$ cat config.mk
export PLATFORM = sky130hd
export DESIGN_NAME = ili9341_8080_rx
export DESIGN_NICKNAME = d
export VERILOG_FILES = /design/src/rtl/ili9341_8080_rx.sv
export SDC_FILE = /design/constraint.sdc
export NUM_CORES = 1
export LEC_CHECK = 0
export ABC_AREA = 1
export CORE_AREA = 2 2 149 151
export CTS_CLUSTER_SIZE = 12
export DETAILED_ROUTE_END_ITERATION = 12
export DIE_AREA = 0 0 151 153
export SYNTH_ARGS = -nofsm -noshare
export SYNTH_HDL_FRONTEND = slang
export SYNTH_SLANG_ARGS = --single-unit
$ cat constraint.sdc
create_clock -name clk -period 6 [get_ports clk]
set_input_delay 0.6 -clock clk [delete_from_list [all_inputs] [get_ports clk]]
set_output_delay 0.6 -clock clk [all_outputs]
set_load 0.01 [all_outputs]
$ cat src/rtl/ili9341_8080_rx.sv
// Panel-side responder for the ILI9341 8080 8-bit write bus: oversamples the pins,
// decodes commands and CASET/PASET windows, and emits RGB565 pixels with coordinates.
module ili9341_8080_rx #(
    parameter int WIDTH  = 240,
    parameter int HEIGHT = 320
) (
    input  logic        clk,
    input  logic        rst_n,
    input  logic        lcd_rst_n,
    input  logic        lcd_cs_n,
    input  logic        lcd_rs,
    input  logic        lcd_wr_n,
    input  logic        lcd_rd_n,
    input  logic [7:0]  lcd_d,
    output logic        cmd_valid,
    output logic [7:0]  cmd_code,
    output logic        pixel_valid,
    output logic [8:0]  pixel_x,
    output logic [8:0]  pixel_y,
    output logic [15:0] pixel_rgb,
    output logic [8:0]  win_sc,
    output logic [8:0]  win_ec,
    output logic [8:0]  win_sp,
    output logic [8:0]  win_ep,
    output logic        err,
    output logic        rd_seen
);

    localparam logic [8:0]  COL_MAX  = 9'(WIDTH - 1);
    localparam logic [8:0]  ROW_MAX  = 9'(HEIGHT - 1);
    // {lcd_rst_n, cs_n, rs, wr_n, rd_n, d[7:0]} with all strobes idle
    localparam logic [12:0] SYNC_RST = 13'h1B00;

    typedef enum logic [2:0] {
        ST_IDLE  = 3'd0,
        ST_CASET = 3'd1,
        ST_PASET = 3'd2,
        ST_RAMWR = 3'd3,
        ST_SKIP  = 3'd4
    } state_t;

    logic [12:0] sync1_q, sync2_q;
    logic        wr_prev_q, cs_prev_q, rd_prev_q;

    logic        lrst_s, cs_s, rs_s, wr_s, rd_s;
    logic [7:0]  d_s;
    logic        byte_evt_s, cmd_evt_s, data_evt_s, cs_rise_s, rd_fall_s, soft_rst_s;
    logic [8:0]  par_val_s, lim_s;
    logic        bad_win_s;
    logic [8:0]  cur_x_d, cur_y_d;

    state_t      state_q;
    logic        phase_q;
    logic [2:0]  param_cnt_q;
    logic        par_hi_q;
    logic [8:0]  par_start_q;
    logic [7:0]  pix_hi_q;
    logic [8:0]  cur_x_q, cur_y_q;
    logic        cmd_valid_q, pixel_valid_q, err_q, rd_seen_q;
    logic [7:0]  cmd_code_q;
    logic [8:0]  pixel_x_q, pixel_y_q;
    logic [15:0] pixel_rgb_q;
    logic [8:0]  win_sc_q, win_ec_q, win_sp_q, win_ep_q;

    // Two-flop synchroniser on every bus pin plus edge-detect history
    always_ff @(posedge clk or negedge rst_n) begin
        if (!rst_n) begin
            sync1_q   <= SYNC_RST;
            sync2_q   <= SYNC_RST;
            wr_prev_q <= 1'b1;
            cs_prev_q <= 1'b1;
            rd_prev_q <= 1'b1;
        end else begin
            sync1_q   <= {lcd_rst_n, lcd_cs_n, lcd_rs, lcd_wr_n, lcd_rd_n, lcd_d};
            sync2_q   <= sync1_q;
            wr_prev_q <= wr_s;
            cs_prev_q <= cs_s;
            rd_prev_q <= rd_s;
        end
    end

    assign lrst_s = sync2_q[12];
    assign cs_s   = sync2_q[11];
    assign rs_s   = sync2_q[10];
    assign wr_s   = sync2_q[9];
    assign rd_s   = sync2_q[8];
    assign d_s    = sync2_q[7:0];

    // Bus event decode and window-parameter validation
    always_comb begin
        byte_evt_s = wr_s & ~wr_prev_q & ~cs_s;
        cmd_evt_s  = byte_evt_s & ~rs_s;
        data_evt_s = byte_evt_s & rs_s;
        cs_rise_s  = cs_s & ~cs_prev_q;
        rd_fall_s  = ~rd_s & rd_prev_q & ~cs_s;
        soft_rst_s = ~lrst_s | (cmd_evt_s & (d_s == 8'h01));
        par_val_s  = {par_hi_q, d_s};
        if (state_q == ST_CASET) begin
            lim_s = COL_MAX;
        end else begin
            lim_s = ROW_MAX;
        end
        bad_win_s = (par_start_q > par_val_s) || (par_val_s > lim_s);
    end

    // Cursor advance: raster order inside the window, wrapping to its origin
    always_comb begin
        cur_x_d = cur_x_q;
        cur_y_d = cur_y_q;
        if (cur_x_q == win_ec_q) begin
            cur_x_d = win_sc_q;
            if (cur_y_q == win_ep_q) begin
                cur_y_d = win_sp_q;
            end else begin
                cur_y_d = cur_y_q + 9'd1;
            end
        end else begin
            cur_x_d = cur_x_q + 9'd1;
            cur_y_d = cur_y_q;
        end
    end

    // Command/data state machine with registered outputs
    always_ff @(posedge clk or negedge rst_n) begin
        if (!rst_n) begin
            state_q       <= ST_IDLE;
            phase_q       <= 1'b0;
            param_cnt_q   <= 3'd0;
            par_hi_q      <= 1'b0;
            par_start_q   <= 9'd0;
            pix_hi_q      <= 8'd0;
            cur_x_q       <= 9'd0;
            cur_y_q       <= 9'd0;
            cmd_valid_q   <= 1'b0;
            cmd_code_q    <= 8'd0;
            pixel_valid_q <= 1'b0;
            pixel_x_q     <= 9'd0;
            pixel_y_q     <= 9'd0;
            pixel_rgb_q   <= 16'd0;
            win_sc_q      <= 9'd0;
            win_ec_q      <= COL_MAX;
            win_sp_q      <= 9'd0;
            win_ep_q      <= ROW_MAX;
            err_q         <= 1'b0;
            rd_seen_q     <= 1'b0;
        end else begin
            cmd_valid_q   <= 1'b0;
            pixel_valid_q <= 1'b0;
            if (rd_fall_s) begin
                rd_seen_q <= 1'b1;
            end
            if (soft_rst_s) begin
                // Panel reset pin or SWRESET: sticky flags survive
                state_q     <= ST_IDLE;
                phase_q     <= 1'b0;
                param_cnt_q <= 3'd0;
                par_hi_q    <= 1'b0;
                par_start_q <= 9'd0;
                pix_hi_q    <= 8'd0;
                cur_x_q     <= 9'd0;
                cur_y_q     <= 9'd0;
                cmd_code_q  <= 8'd0;
                pixel_x_q   <= 9'd0;
                pixel_y_q   <= 9'd0;
                pixel_rgb_q <= 16'd0;
                win_sc_q    <= 9'd0;
                win_ec_q    <= COL_MAX;
                win_sp_q    <= 9'd0;
                win_ep_q    <= ROW_MAX;
            end else if (cs_rise_s) begin
                phase_q  <= 1'b0;
                pix_hi_q <= 8'd0;
            end else if (cmd_evt_s) begin
                cmd_valid_q <= 1'b1;
                cmd_code_q  <= d_s;
                param_cnt_q <= 3'd0;
                phase_q     <= 1'b0;
                case (d_s)
                    8'h2A:   state_q <= ST_CASET;
                    8'h2B:   state_q <= ST_PASET;
                    8'h2C: begin
                        state_q <= ST_RAMWR;
                        cur_x_q <= win_sc_q;
                        cur_y_q <= win_sp_q;
                    end
                    8'h3C:   state_q <= ST_RAMWR;
                    default: state_q <= ST_SKIP;
                endcase
            end else if (data_evt_s) begin
                case (state_q)
                    ST_IDLE: err_q <= 1'b1;
                    ST_CASET, ST_PASET: begin
                        case (param_cnt_q)
                            3'd0, 3'd2: begin
                                par_hi_q    <= d_s[0];
                                param_cnt_q <= param_cnt_q + 3'd1;
                                if (|d_s[7:1]) begin
                                    err_q <= 1'b1;
                                end
                            end
                            3'd1: begin
                                par_start_q <= par_val_s;
                                param_cnt_q <= 3'd2;
                            end
                            3'd3: begin
                                param_cnt_q <= 3'd4;
                                if (bad_win_s) begin
                                    err_q <= 1'b1;
                                end else if (state_q == ST_CASET) begin
                                    win_sc_q <= par_start_q;
                                    win_ec_q <= par_val_s;
                                end else begin
                                    win_sp_q <= par_start_q;
                                    win_ep_q <= par_val_s;
                                end
                            end
                            default: param_cnt_q <= param_cnt_q;
                        endcase
                    end
                    ST_RAMWR: begin
                        if (!phase_q) begin
                            pix_hi_q <= d_s;
                            phase_q  <= 1'b1;
                        end else begin
                            pixel_valid_q <= 1'b1;
                            pixel_x_q     <= cur_x_q;
                            pixel_y_q     <= cur_y_q;
                            pixel_rgb_q   <= {pix_hi_q, d_s};
                            cur_x_q       <= cur_x_d;
                            cur_y_q       <= cur_y_d;
                            phase_q       <= 1'b0;
                        end
                    end
                    default: state_q <= state_q;
                endcase
            end
        end
    end

    assign cmd_valid   = cmd_valid_q;
    assign cmd_code    = cmd_code_q;
    assign pixel_valid = pixel_valid_q;
    assign pixel_x     = pixel_x_q;
    assign pixel_y     = pixel_y_q;
    assign pixel_rgb   = pixel_rgb_q;
    assign win_sc      = win_sc_q;
    assign win_ec      = win_ec_q;
    assign win_sp      = win_sp_q;
    assign win_ep      = win_ep_q;
    assign err         = err_q;
    assign rd_seen     = rd_seen_q;

endmodule

Yosys cells after proc, flatten, opt, wreduce, memory -nomap -nowiden. Cells that the tools add are included.

Word-level logic and storage cells: 228. Bits in latches: 0. Output and inout bits: 82. Memories kept: 0. Bits of input ports: 15. Bits in read-only memories: 0. Memory bits (writable): 0. Bits in registers: 154.

Shift-type cells: 0. Multiplexer cells: 118. Divide/modulo/power cells: 0. Equal/unequal tests: 23. Order comparisons: 2. $mul: 0. Add/sub/neg operators: 3. Reductions and logical operators: 39. Bitwise logic cells: 18.

Operators with widths (number): $mux W9 (68); $mux W16 (6); $mux W8 (9); $eq A8 B6 Y1 const B (4); $mux W3 (8); $mux W1 (23); $reduce_bool A3 Y1 (7); $reduce_and A5 Y1 (4); $reduce_bool A2 Y1 (10); $add A9 B1 Y9 const B (2); $eq A9 B9 Y1 (2); $gt A9 B9 Y1 (2); $pmux W3 S3 (2); $reduce_and A7 Y1 (2); $eq A3 B2 Y1 const B (4); $ne A3 B3 Y1 const B (3); $not A1 Y1 (9); $and A1 B1 Y1 (8); $eq A8 B1 Y1 const B (1); $reduce_and A4 Y1 (2); $reduce_and A8 Y1 (1); $reduce_bool A4 Y1 (2); $reduce_or A7 Y1 (1); $eq A3 B1 Y1 const B (2); other kinds (13) (21).

Depth between registers and ports, before layout. Gate-level depths: netlist of run 1.

Depth after elaboration: 11. Depth in mapped cells: 14. Gate-level depth less buffers: 13.

Worst setup path before layout of run 1. OpenSTA, ideal clock, no wires.

Path type: reg-to-reg. Start: reg par_hi_q. End: reg win_sc_q[0] (netlist: win_sc[0]). Path buffers: 1. Data required time: 5883 ps. Cell stages (with the launch flop): 11. Arrival: 1760 ps. Setup time: 117 ps. Clock period less this slack: 1877 ps. Slack: 4123 ps. Cell sequence: dfrtp_1 -> inv_1 -> ha_1 -> a21o_1 -> nor2_1 -> nand3_1 -> nand2_1 -> nand4_4 -> buf_4 -> nand3_1 -> nand2_1.

Longest elaborated chain between the ends: 4. Elaborated cells between the ends (all ways): 5. Classes of those cells: 2 x order compare; 1 x eq/ne; 2 x reduce/logical.

Ends and longest elaborated chain: start: declaration (line 55) `logic par_hi_q;`; start signal: assignment (line 195) `par_hi_q <= d_s[0];`; $gt A9 B9 Y1 (line 103) `bad_win_s = (par_start_q > par_val_s) || (par_val_s > lim_s);`; $logic_or A1 B1 Y1 (*) (line 103); $ne A2 B2 Y1 (no source line) (*); $reduce_and A7 Y1 (no source line) (*); end signal: assignment (line 210) `win_sc_q <= par_start_q;`; end: declaration (line 63) `logic [8:0] win_sc_q, win_ec_q, win_sp_q, win_ep_q;`.

Every way passes the cells marked *; elsewhere a longest branch is shown, timed or not. A chain may end at the register's enable or synchronous reset.

Final worst setup path of run 1.
Start: reg sync2_q[5]. End: reg par_start_q[5].

Longest elaborated chain between the ends: 6. Elaborated cells between the ends (all ways): 15. Classes of those cells: 3 x eq/ne; 6 x mux; 2 x bitwise; 4 x reduce/logical.

Ends and longest elaborated chain: start: declaration (line 42) `logic [12:0] sync1_q, sync2_q;`; start signal: assignment (line 75) `sync2_q <= sync1_q;`; parallel branches: the longest is 6 deep, another holds $eq A8 B1 Y1; end signal: assignment (line 202) `par_start_q <= par_val_s;`; end: declaration (line 56) `logic [8:0] par_start_q;`.

Several ways; the timed one is not identified. The select of a mux whose other input is x is not followed.

==> results of run 1 <==
[per-stage QoR]
step / hold slack [ps] / instance area [µm²] / instances
6_report: 254.4 / 9145 / 1222
5_1_grt: 342.3 / 9145 / 1222
4_1_cts: 322.8 / 9145 / 1222
3_5_place_dp: 336.3 / 8563 / 1190
3_3_place_gp: 333.5 / 8563 / 1190
2_1_floorplan: 304.4 / 7446 / 844
[metal layers]
metal  up-vias  GRT usage (%)  routed length, µm
met4         0          6.498                487
li1       2893              -                  -
met2       196          28.72               9345
met1      2874          25.45               9244
met3        33          4.000                965
met5         -              0                  0
[final cells by class]
type                    instances  area, µm²
clock inverters                11      111.4
well taps                     280      350.3
fillers                      2140      12340
repair buffers                 98      977.2
inverters                      75      286.5
flip-flops and latches        154       3885
multi-input cells             583       3064
clock buffers                  21      470.5
[cell usage in the layout, fill, tap and decap left out, types with 3 or more instances in the layout]
cell type          n
dfrtp_1          129
nor2_4             3
dfstp_2           25
xor2_1            16
clkbuf_8           3
inv_1             61
o21ai_0           63
nand3b_1           3
nand3_1          110
o21ai_1            3
nor3_1             5
nand3_2            3
nor2_1            49
a21oi_1            7
xnor2_1           10
nand2_4            6
nand4_1            7
clkbuf_16         17
clkinv_4           4
inv_6              3
nand2_2            8
ha_1              18
o21ai_2            9
clkdlybuf4s50_1   95
inv_2             11
nand2_1          241
[where the power goes]
part           switching (W)  internal, W
clock               0.000441     0.000609
combinational       0.000196     0.000116
sequential         0.0000605      0.00110
[worst max-delay path by stage]
stage / cells past startpoint / start / to
global placement: 9 / sync2_q[5]$_DFF_PN0_ / pixel_y[8]$_DFFE_PN0P_
CTS: 10 / sync2_q[3]$_DFF_PN0_ / par_start_q[8]$_DFFE_PN0P_
global route: 10 / sync2_q[3]$_DFF_PN0_ / par_start_q[8]$_DFFE_PN0P_
floorplan: 10 / par_hi_q$_DFFE_PN0P_ / win_sc[0]$_DFFE_PN0P_
finish: 10 / sync2_q[5]$_DFF_PN0_ / par_start_q[5]$_DFFE_PN0P_
detailed placement: 10 / sync2_q[3]$_DFF_PN0_ / par_start_q[8]$_DFFE_PN0P_
[worst register-to-register path: stages (launching register included)]
cell and delay, ps:
dfrtp_1 490, inv_2 160, nand3_1 110, nor2_1 50, nand2_2 60, nand2_2 290, inv_2 150, buf_4 530
o21ai_2 390, nand2_1 150, o21ai_0 90
[cells by family (layout without fill, tap and decap cells)]
| kind of cell | Yosys count | count (layout) | synth area share (%) |
|---|---|---|---|
| simple gates | 446 | 446 | 27.63 |
| compound gates | 93 | 93 | 7.444 |
| buf+inv | 107 | 205 | 6.671 |
| xor+xnor | 26 | 26 | 3.058 |
| flops | 154 | 154 | 52.18 |
| fa+ha+maj | 18 | 18 | 3.025 |
==> impl_metrics.py, run 1 <==
metrics = {
    "clock_network": {
        "cts_resized": 0,
        "clk_latency_ps": 430,
        "clockBufferDepth": 2,
        "cts_hold_buf": 0,
        "cts_root_buffer": "clkbuf_16",
        "cts_tree": "done",
        "cts-htree-levels": 4,
        "cts_made_buffers": 17,
        "cts_setup_buffers": 0,
        "clk_pin_slew_ps": 60,
        "cts.sinks": 154,
    },
    "synthesis": {
        "synth_area_leaders": "dfrtp_1 (43%), nand2_1 (12%), dfstp_2 (8.8%), nand3_1 (7.4%), o21ai_0 (4.2%)",
        "postSynthAreaPerCell_um2": 8.822,
        "synth_area_leader_cell": "dfrtp_1",
        "synth_top_area_share_pct": 43.35,
        "synth_area_mm2": 0.007446,
        "yosys_most_used_dff": "dfrtp_1",
        "synth_cell_types": 43,
        "ys_ff_latch": 154,
        "ys_warn_count": 0,
        "syn_inst": 844,
        "seq_area_frac_synth_pct": 52.18,
        "yosysMostFrequentCell": "nand2_1",
        "synth_edf_count": 0,
        "async_reset_ff_share_pct": 100.0,
        "synth_commonest_cells": "nand2_1 (241), dfrtp_1 (129), nand3_1 (110), o21ai_0 (63), inv_1 (61)",
        "syn_nets": 877,
    },
    "worst_setup_path": {
        "cp.arrival_ps": 2900,
        "crit_buf_inv": 3,
        "r2r_cells": 10,
        "critPathKind": "register to register",
        "critPathMaxFanout": 58,
        "rr_startpoint": "sync2_q[5]$_DFF_PN0_",
        "path_delay_family": "buffers and inverters",
        "start_kind": "register",
        "crit_slowest_cell": "buf_4",
        "slowest_delay_ps": 530,
        "required_ps": 6270,
        "reg2reg_to": "par_start_q[5]$_DFFE_PN0P_",
        "reg2reg_slack_ps": 3380,
        "path_cells": "inv_2 > nand3_1 > nor2_1 > nand2_2 > nand2_2 > inv_2 > buf_4 > o21ai_2 > nand2_1 > o21ai_0",
        "end_kind": "register",
    },
    "timing": {
        "setup_tns_ps": 0,
        "finalCritPeriodShare_pct": 43.70,
        "slew_viol_final": 0,
        "tightestPinTransition_ps": 963.1,
        "finalHoldViolCount": 0,
        "max-slew-margin-rel_pct": 35.80,
        "setup_viol": 0,
        "fin_skew_ps": 8.952,
        "rsz0062_at_grt": "no",
        "setup_slack_ps": 3378,
        "fin_crit_ps": 2622,
        "fmax_mhz": 381.4,
    },
    "routing": {
        "finalWirelength_um": 20040,
        "drt_iter0_markers": 440,
        "vias": 5996,
        "route.detailed.drc": 0,
        "via_per_inst": 4.907,
        "firstDrtPassIters": 6,
        "antenna_left": 0,
        "wire_per_inst_um": 16.40,
    },
    "pwr": {
        "finalPower_w": 0.002525,
        "ir_drop_uv": 182.8,
        "powerDensity_mw_per_mm2": 276.1,
        "leakage_nw": 4.296,
    },
    "global_route": {
        "grt_pass1_vias": 5883,
        "antenna_found_initial": 0,
        "grt_max_degree": 103,
        "overflow": 0,
        "grt.total_usage_pct": 18.46,
        "grt_pass1_wl_um": 32750,
    },
    "place": {
        "portBuffers": 96,
        "routabilityCongestion": 0.9106,
        "place_hpwl_um": 14210,
        "pre_cts_slack_ps": 3422,
    },
    "final_layout": {
        "drive_gt1_share_pct": 12.00,
        "syn_to_final_growth_pct": 22.82,
        "layout.nets": 962,
        "insertedDiodeCount": 0,
        "largest_reg_flops": 16,
        "final_util_pct": 42.56,
    },
    "floorplan": {
        "rows": 54,
        "io_pins": 97,
        "die_h_um": 153,
        "die_x_um": 151,
        "start_util_pct": 34.66,
        "dieArea_mm2": 0.02310,
        "fp.coreArea_mm2": 0.02149,
    },
    "outcome": {
        "status": "complete, no violations",
    },
    "run": {
        "maxCapViolCount": 0,
    },
    "min_path": {
        "min_path_type": "primary input to async pin",
    },
}
(Power assumes the default switching activity.)
==> inputs of run 2 (changes only) <==
Clock period 6 ns to 2.5 ns, I/O delays scaled along.
==> run 2 against run 1 <==
Clock skew grew 1.2 ps. Routed wire length fell by 0.12%. Combinational power increased by 150%. Critical endpoint is now win_sp[5]$_DFFE_PN0P_. First-iteration DRC count increased by 5.5%. Core utilization is 0.98 points higher. Sequential power up 140%. Die area stayed put. Critical path depth up 1. Power grew 150%. Clock power rose to 2.6 times the previous value. Sequential share of layout area is 0.95 points lower.
==> impl_metrics.py, run 2 (synthesis gave the netlist of run 1 again) <==
metrics = {
    "clock_network": {
        "clk_pin_slew_ps": 70,
        "cts.sinks": 154,
        "cts_tree": "done",
        "cts_resized": 0,
        "cts_root_buffer": "clkbuf_16",
        "clockBufferDepth": 2,
        "clk_latency_ps": 420,
        "cts-htree-levels": 4,
        "cts_made_buffers": 17,
    },
    "timing": {
        "tightestPinTransition_ps": 623.6,
        "fin_skew_ps": 10.10,
        "setup_viol": 0,
        "slew_viol_final": 0,
        "rsz0062_at_grt": "no",
        "max-slew-margin-rel_pct": 58.42,
        "fmax_mhz": 440.3,
        "fin_crit_ps": 2271,
        "finalCritPeriodShare_pct": 90.86,
        "finalHoldViolCount": 0,
        "fin_hold_ws_ps": 223.3,
        "setup_tns_ps": 0,
    },
    "global_route": {
        "antenna_found_initial": 0,
        "grt_max_degree": 56,
        "grt_pass1_wl_um": 32290,
        "overflow": 0,
        "grt_pass1_vias": 5860,
        "grt.total_usage_pct": 18.17,
    },
    "routing": {
        "drt_iter0_markers": 464,
        "finalWirelength_um": 20020,
        "via_per_inst": 4.828,
        "route.detailed.drc": 0,
        "firstDrtPassIters": 5,
        "antenna_left": 0,
        "vias": 5987,
        "wire_per_inst_um": 16.14,
    },
    "pwr": {
        "powerDensity_mw_per_mm2": 668.1,
        "leakage_nw": 4.414,
        "ir_drop_uv": 501.7,
    },
    "floorplan": {
        "io_pins": 97,
        "die_h_um": 153,
        "dieArea_mm2": 0.02310,
        "start_util_pct": 34.66,
        "die_x_um": 151,
        "rows": 54,
        "fp.coreArea_mm2": 0.02149,
    },
    "place": {
        "place_hpwl_um": 14540,
        "dp.cells": 1207,
        "portBuffers": 96,
        "routabilityCongestion": 0.8707,
    },
    "outcome": {
        "status": "complete, no violations",
    },
    "final_layout": {
        "drive_gt1_share_pct": 13.65,
        "syn_to_final_growth_pct": 25.64,
        "final_cell_mix": "nand2_1 (241), dfrtp_1 (129), nand3_1 (110), clkdlybuf4s50_1 (95), o21ai_0 (63)",
        "layout.nets": 980,
        "final_common_cell": "nand2_1",
        "stdcell_count": 1240,
        "largest_reg_flops": 16,
        "insertedDiodeCount": 0,
    },
    "worst_setup_path": {
        "end_kind": "register",
        "reg2reg_slack_ps": 230,
        "rr_startpoint": "sync2_q[6]$_DFF_PN0_",
        "critPathMaxFanout": 36,
        "reg2reg_to": "win_sp[5]$_DFFE_PN0P_",
        "required_ps": 2810,
        "start_kind": "register",
        "r2r_cells": 11,
        "cp.arrival_ps": 2590,
        "critPathKind": "register to register",
    },
    "min_path": {
        "min_from": "lcd_rst_n",
        "hold_path_end": "sync1_q[12]$_DFF_PN1_",
        "min_path_type": "primary input to register",
        "hold-path-cell-count": 1,
    },
    "run": {
        "maxCapViolCount": 0,
    },
}
==> run 2: changes by cell type in the layout (fill, tap and decap cells not counted), sizes merged <==
cell | before | now
inv | 77 | 81
bufinv | 1 | 2
buf | 3 | 20
clkbuf | 21 | 18
clkinv | 6 | 4
dlygate4sd3 | 0 | 1
==> run 2: timing repair <==
| action | CTS | global route |
|---|---|---|
| setup buffers | 0 | 0 |
| endpoints found under the hold margin | 43 | 0 |
| hold buffers | 1 | 0 |
==> run 2: where the power goes <==
part	internal [W]	total (W)	switching, W
logic	0.000301	0.000779	0.000479
registers	0.00264	0.00278	0.000138
clock network	0.00154	0.00269	0.00115
==> run 2: through the flow <==
step                area, µm²  setup WS (ps)  total power (W)  util [%]
finish                   9355          228.6         0.006251     43.54
global route             9355          26.49         0.006516     43.54
CTS                      9355          236.3         0.006307     43.54
detailed placement       8728          248.2         0.003610     40.62
global placement         8728          280.2         0.003598     40.62
floorplan                7446          622.5         0.003269         -
==> run 2: final cells by class <==
class | count | area [µm²]
Fill cell | 2122 | 12130
Tap cell | 280 | 350.3
Clock buffer | 18 | 439.2
Clock inverter | 14 | 177.7
Sequential cell | 154 | 3885
Multi-Input combinational cell | 583 | 3064
Inverter | 75 | 286.5
Timing Repair Buffer | 116 | 1152
==> run 2: how the worst max path moves through the flow <==
stage                                    start                    end  slack (ps)  depth (start not counted)
after floorplan           par_hi_q$_DFFE_PN0P_  win_sc[0]$_DFFE_PN0P_         620                         10
after global placement    sync2_q[7]$_DFF_PN0_  win_sp[2]$_DFFE_PN0P_         280                         11
after global routing      sync2_q[7]$_DFF_PN0_  win_sc[6]$_DFFE_PN0P_          30                         11
after CTS                 sync2_q[7]$_DFF_PN0_  win_sp[5]$_DFFE_PN0P_         240                         11
after detailed placement  sync2_q[7]$_DFF_PN0_  win_sp[5]$_DFFE_PN0P_         250                         11
final                     sync2_q[6]$_DFF_PN0_  win_sp[5]$_DFFE_PN0P_         230                         11
==> run 2: layer usage <==
layer	track usage, %	part of all wire, %	up-vias	routed length (µm)
li1	-	-	2936	-
met1	25.17	46	2882	9259
met2	28.53	48	150	9616
met3	3.612	4.1	19	830
met4	6.008	1.6	0	312
met5	0	0	-	0
==> run 2: critical path: stages (launching register included) <==
cell and delay, ps:
dfrtp_1 410, inv_1 210, ha_1 360, nand2_1 50, nor2_1 150, nand3b_1 100
nand3_1 80, nand2_1 180, nand3_4 160, nand2_4 230, nand3_1 170, nand2_1 60
==> inputs of run 3 (changes only) <==
Settings changed: ABC_CLOCK_PERIOD_IN_PS set to 1900.
Clock period 2.5 ns to 1.9 ns, I/O delays scaled along.
==> run 3 against run 2 <==
The flow now finishes with violations (setup timing). Final cell count up 7.4%. Clock power up 24%. Clock skew up 1.0 ps. Register-to-register slack worse by 310 ps. Die area unchanged. Maximum frequency up 15%. Routed wire length up 17%. Sequential share of layout area down 5.3 points. Hold slack worse by 73 ps. Largest cell class unchanged. Highest routed layer unchanged.
==> impl_metrics.py, run 3 (synthesis gave the netlist of run 1 again) <==
metrics = {
    "outcome": {
        "status": "finished with violations",
        "violations": "setup timing",
    },
    "floorplan": {
        "start_util_pct": 34.66,
        "rows": 54,
        "die_h_um": 153,
        "fp.coreArea_mm2": 0.02149,
        "die_x_um": 151,
        "dieArea_mm2": 0.02310,
        "io_pins": 97,
    },
    "routing": {
        "finalWirelength_um": 23390,
        "firstDrtPassIters": 7,
        "via_per_inst": 4.980,
        "vias": 6634,
        "antenna_left": 0,
        "wire_per_inst_um": 17.56,
        "route.detailed.drc": 0,
        "drt_iter0_markers": 438,
    },
    "final_layout": {
        "layout.nets": 1072,
        "final_common_cell": "nand2_1",
        "final_cell_mix": "nand2_1 (229), dfrtp_1 (126), clkdlybuf4s50_1 (95), nand3_1 (82), buf_4 (76)",
        "insertedDiodeCount": 0,
        "final_util_pct": 49.91,
        "syn_to_final_growth_pct": 44.01,
        "drive_gt1_share_pct": 27.38,
        "nFillCells": 1934,
        "largest_reg_flops": 16,
    },
    "worst_setup_path": {
        "critPathKind": "register to register",
        "reg2reg_slack_ps": -80,
        "end_kind": "register",
        "start_kind": "register",
        "reg2reg_to": "win_ep[7]$_DFFE_PN0P_",
        "critPathMaxFanout": 5,
        "r2r_cells": 12,
        "critical_path.startpoint": "sync2_q[6]$_DFF_PN0_",
        "rr_startpoint": "sync2_q[6]$_DFF_PN0_",
        "required_ps": 2230,
        "cp.arrival_ps": 2300,
    },
    "pwr": {
        "p_switching_w": 0.002568,
        "leakage_nw": 4.994,
        "powerDensity_mw_per_mm2": 783.3,
        "pwr-share-clk_pct": 39.8,
        "swShare_pct": 30.58,
        "ir_drop_uv": 673.1,
        "sequentialPowerShare_pct": 43.7,
        "power_frac_comb_pct": 16.5,
        "internal_power_w": 0.005831,
    },
    "min_path": {
        "hold_path_end": "sync1_q[11]$_DFF_PN1_",
        "min_from": "lcd_cs_n",
        "hold-path-cell-count": 1,
        "min_path_type": "primary input to register",
    },
    "timing": {
        "fin_skew_ps": 11.13,
        "finalCritPeriodShare_pct": 104.0,
        "finalHoldViolCount": 0,
        "setup_viol": 29,
        "rsz0062_at_grt": "yes",
        "slew_viol_final": 0,
        "setup_tns_ps": -1004,
        "max-slew-margin-rel_pct": 71.65,
        "setup_slack_ps": -76.46,
        "fmax_mhz": 506.0,
        "tightestPinTransition_ps": 425.3,
        "fin_crit_ps": 1976,
    },
    "global_route": {
        "grt_pass1_wl_um": 35000,
        "grtUsageMet1_pct": 26.53,
        "grt_util_met3_pct": 4.209,
        "grt-busiest-layer": "met2",
        "use_met2_pct": 31.69,
        "grt_pass1_vias": 6370,
        "grt_max_degree": 46,
        "overflow": 0,
        "grt.total_usage_pct": 19.88,
        "antenna_found_initial": 0,
    },
    "clock_network": {
        "cts-htree-levels": 4,
        "cts_tree": "done",
        "cts_made_buffers": 17,
        "clk_latency_ps": 440,
        "cts_root_buffer": "clkbuf_16",
        "clockBufferDepth": 2,
        "cts.sinks": 154,
        "clk_pin_slew_ps": 70,
    },
    "place": {
        "routabilityCongestion": 0.9010,
        "place_hpwl_um": 15430,
        "portBuffers": 96,
    },
    "run": {
        "maxCapViolCount": 0,
    },
}
run 3: changes by cell type in the layout (fill, tap and decap cells not counted), moves of 8 or more:
cell,delta
buf_12,+8
buf_4,+60
buf_6,+9
ha_1,-8
ha_4,+8
nand2_1,-12
nand2_2,+8
nand3_1,-28
nand3_2,+26
nor2_1,-8
run 3: worst max path at each step:
stage	slack, ps	end	depth (start not counted)
2_1_floorplan	20	win_sc[0]$_DFFE_PN0P_	10
3_3_place_gp	-130	win_sp[5]$_DFFE_PN0P_	10
3_5_place_dp	-160	win_sp[3]$_DFFE_PN0P_	10
4_1_cts	-10	cur_y_q[2]$_DFFE_PN0P_	13
5_1_grt	-210	win_sp[2]$_DFFE_PN0P_	14
6_report	-80	win_ep[7]$_DFFE_PN0P_	12
run 3: metal layers:
metal | share of wire, % | vias up
met4 | 3.2 | 0
li1 | - | 3149
met1 | 43 | 3202
met5 | 0 | -
met2 | 49 | 235
met3 | 5.5 | 48
run 3: power by group through the flow:
stage	sequential, W	clock [W]	combinational [W]
after CTS	0.00366	0.00340	0.00124
after floorplan	0.00368	0	0.000622
after detailed placement	0.00372	0	0.00117
after global placement	0.00371	0	0.00116
after global routing	0.00369	0.00352	0.00153
final	0.00367	0.00334	0.00138
run 3: final cells by class:
type                       count  area (µm²)  area share (%)
multi-input combinational    593        3615           33.71
sequential                   154        3889           36.27
inverter                      75       325.3           3.034
clock buffer                  17       425.4           3.967
tap                          280       350.3           3.267
timing repair buffer         198        1969           18.37
clock inverter                15       148.9           1.389
run 3: through the flow:
step                      cell area [µm²]  std cells  hold WS, ps  setup WS, ps  total power [W]
after floorplan                      7446        844       -105.6         22.53         0.004301
after global placement               9194       1264        139.4        -127.3         0.004874
after detailed placement             9194       1264        145.5        -163.0         0.004889
after CTS                            9970       1304        146.6        -10.41         0.008300
after global routing                10720       1332        143.0        -208.7         0.008737
final                               10720       1332        150.2        -76.46         0.008399
run 3: critical path: stages, from the launching register on:
cell       delay, ps
dfrtp_2          470
inv_2            120
ha_4             220
nand2_2           60
a21oi_2           50
nor2_1           140
nand3_2           80
nand2_2          120
buf_6            140
nand4_4          150
clkbuf_16        220
nand3_2           60
nand2_1           50
run 3: timing repair:
item / in CTS / in global routing
hold endpoints to repair: 35 / 0
setup buffers: 2 / 17
resized for setup: 23 / 90
pin swaps: 6 / 49
hold buffers: 1 / 0
cloned: 5 / 11
setup endpoints to repair: 88 / 83
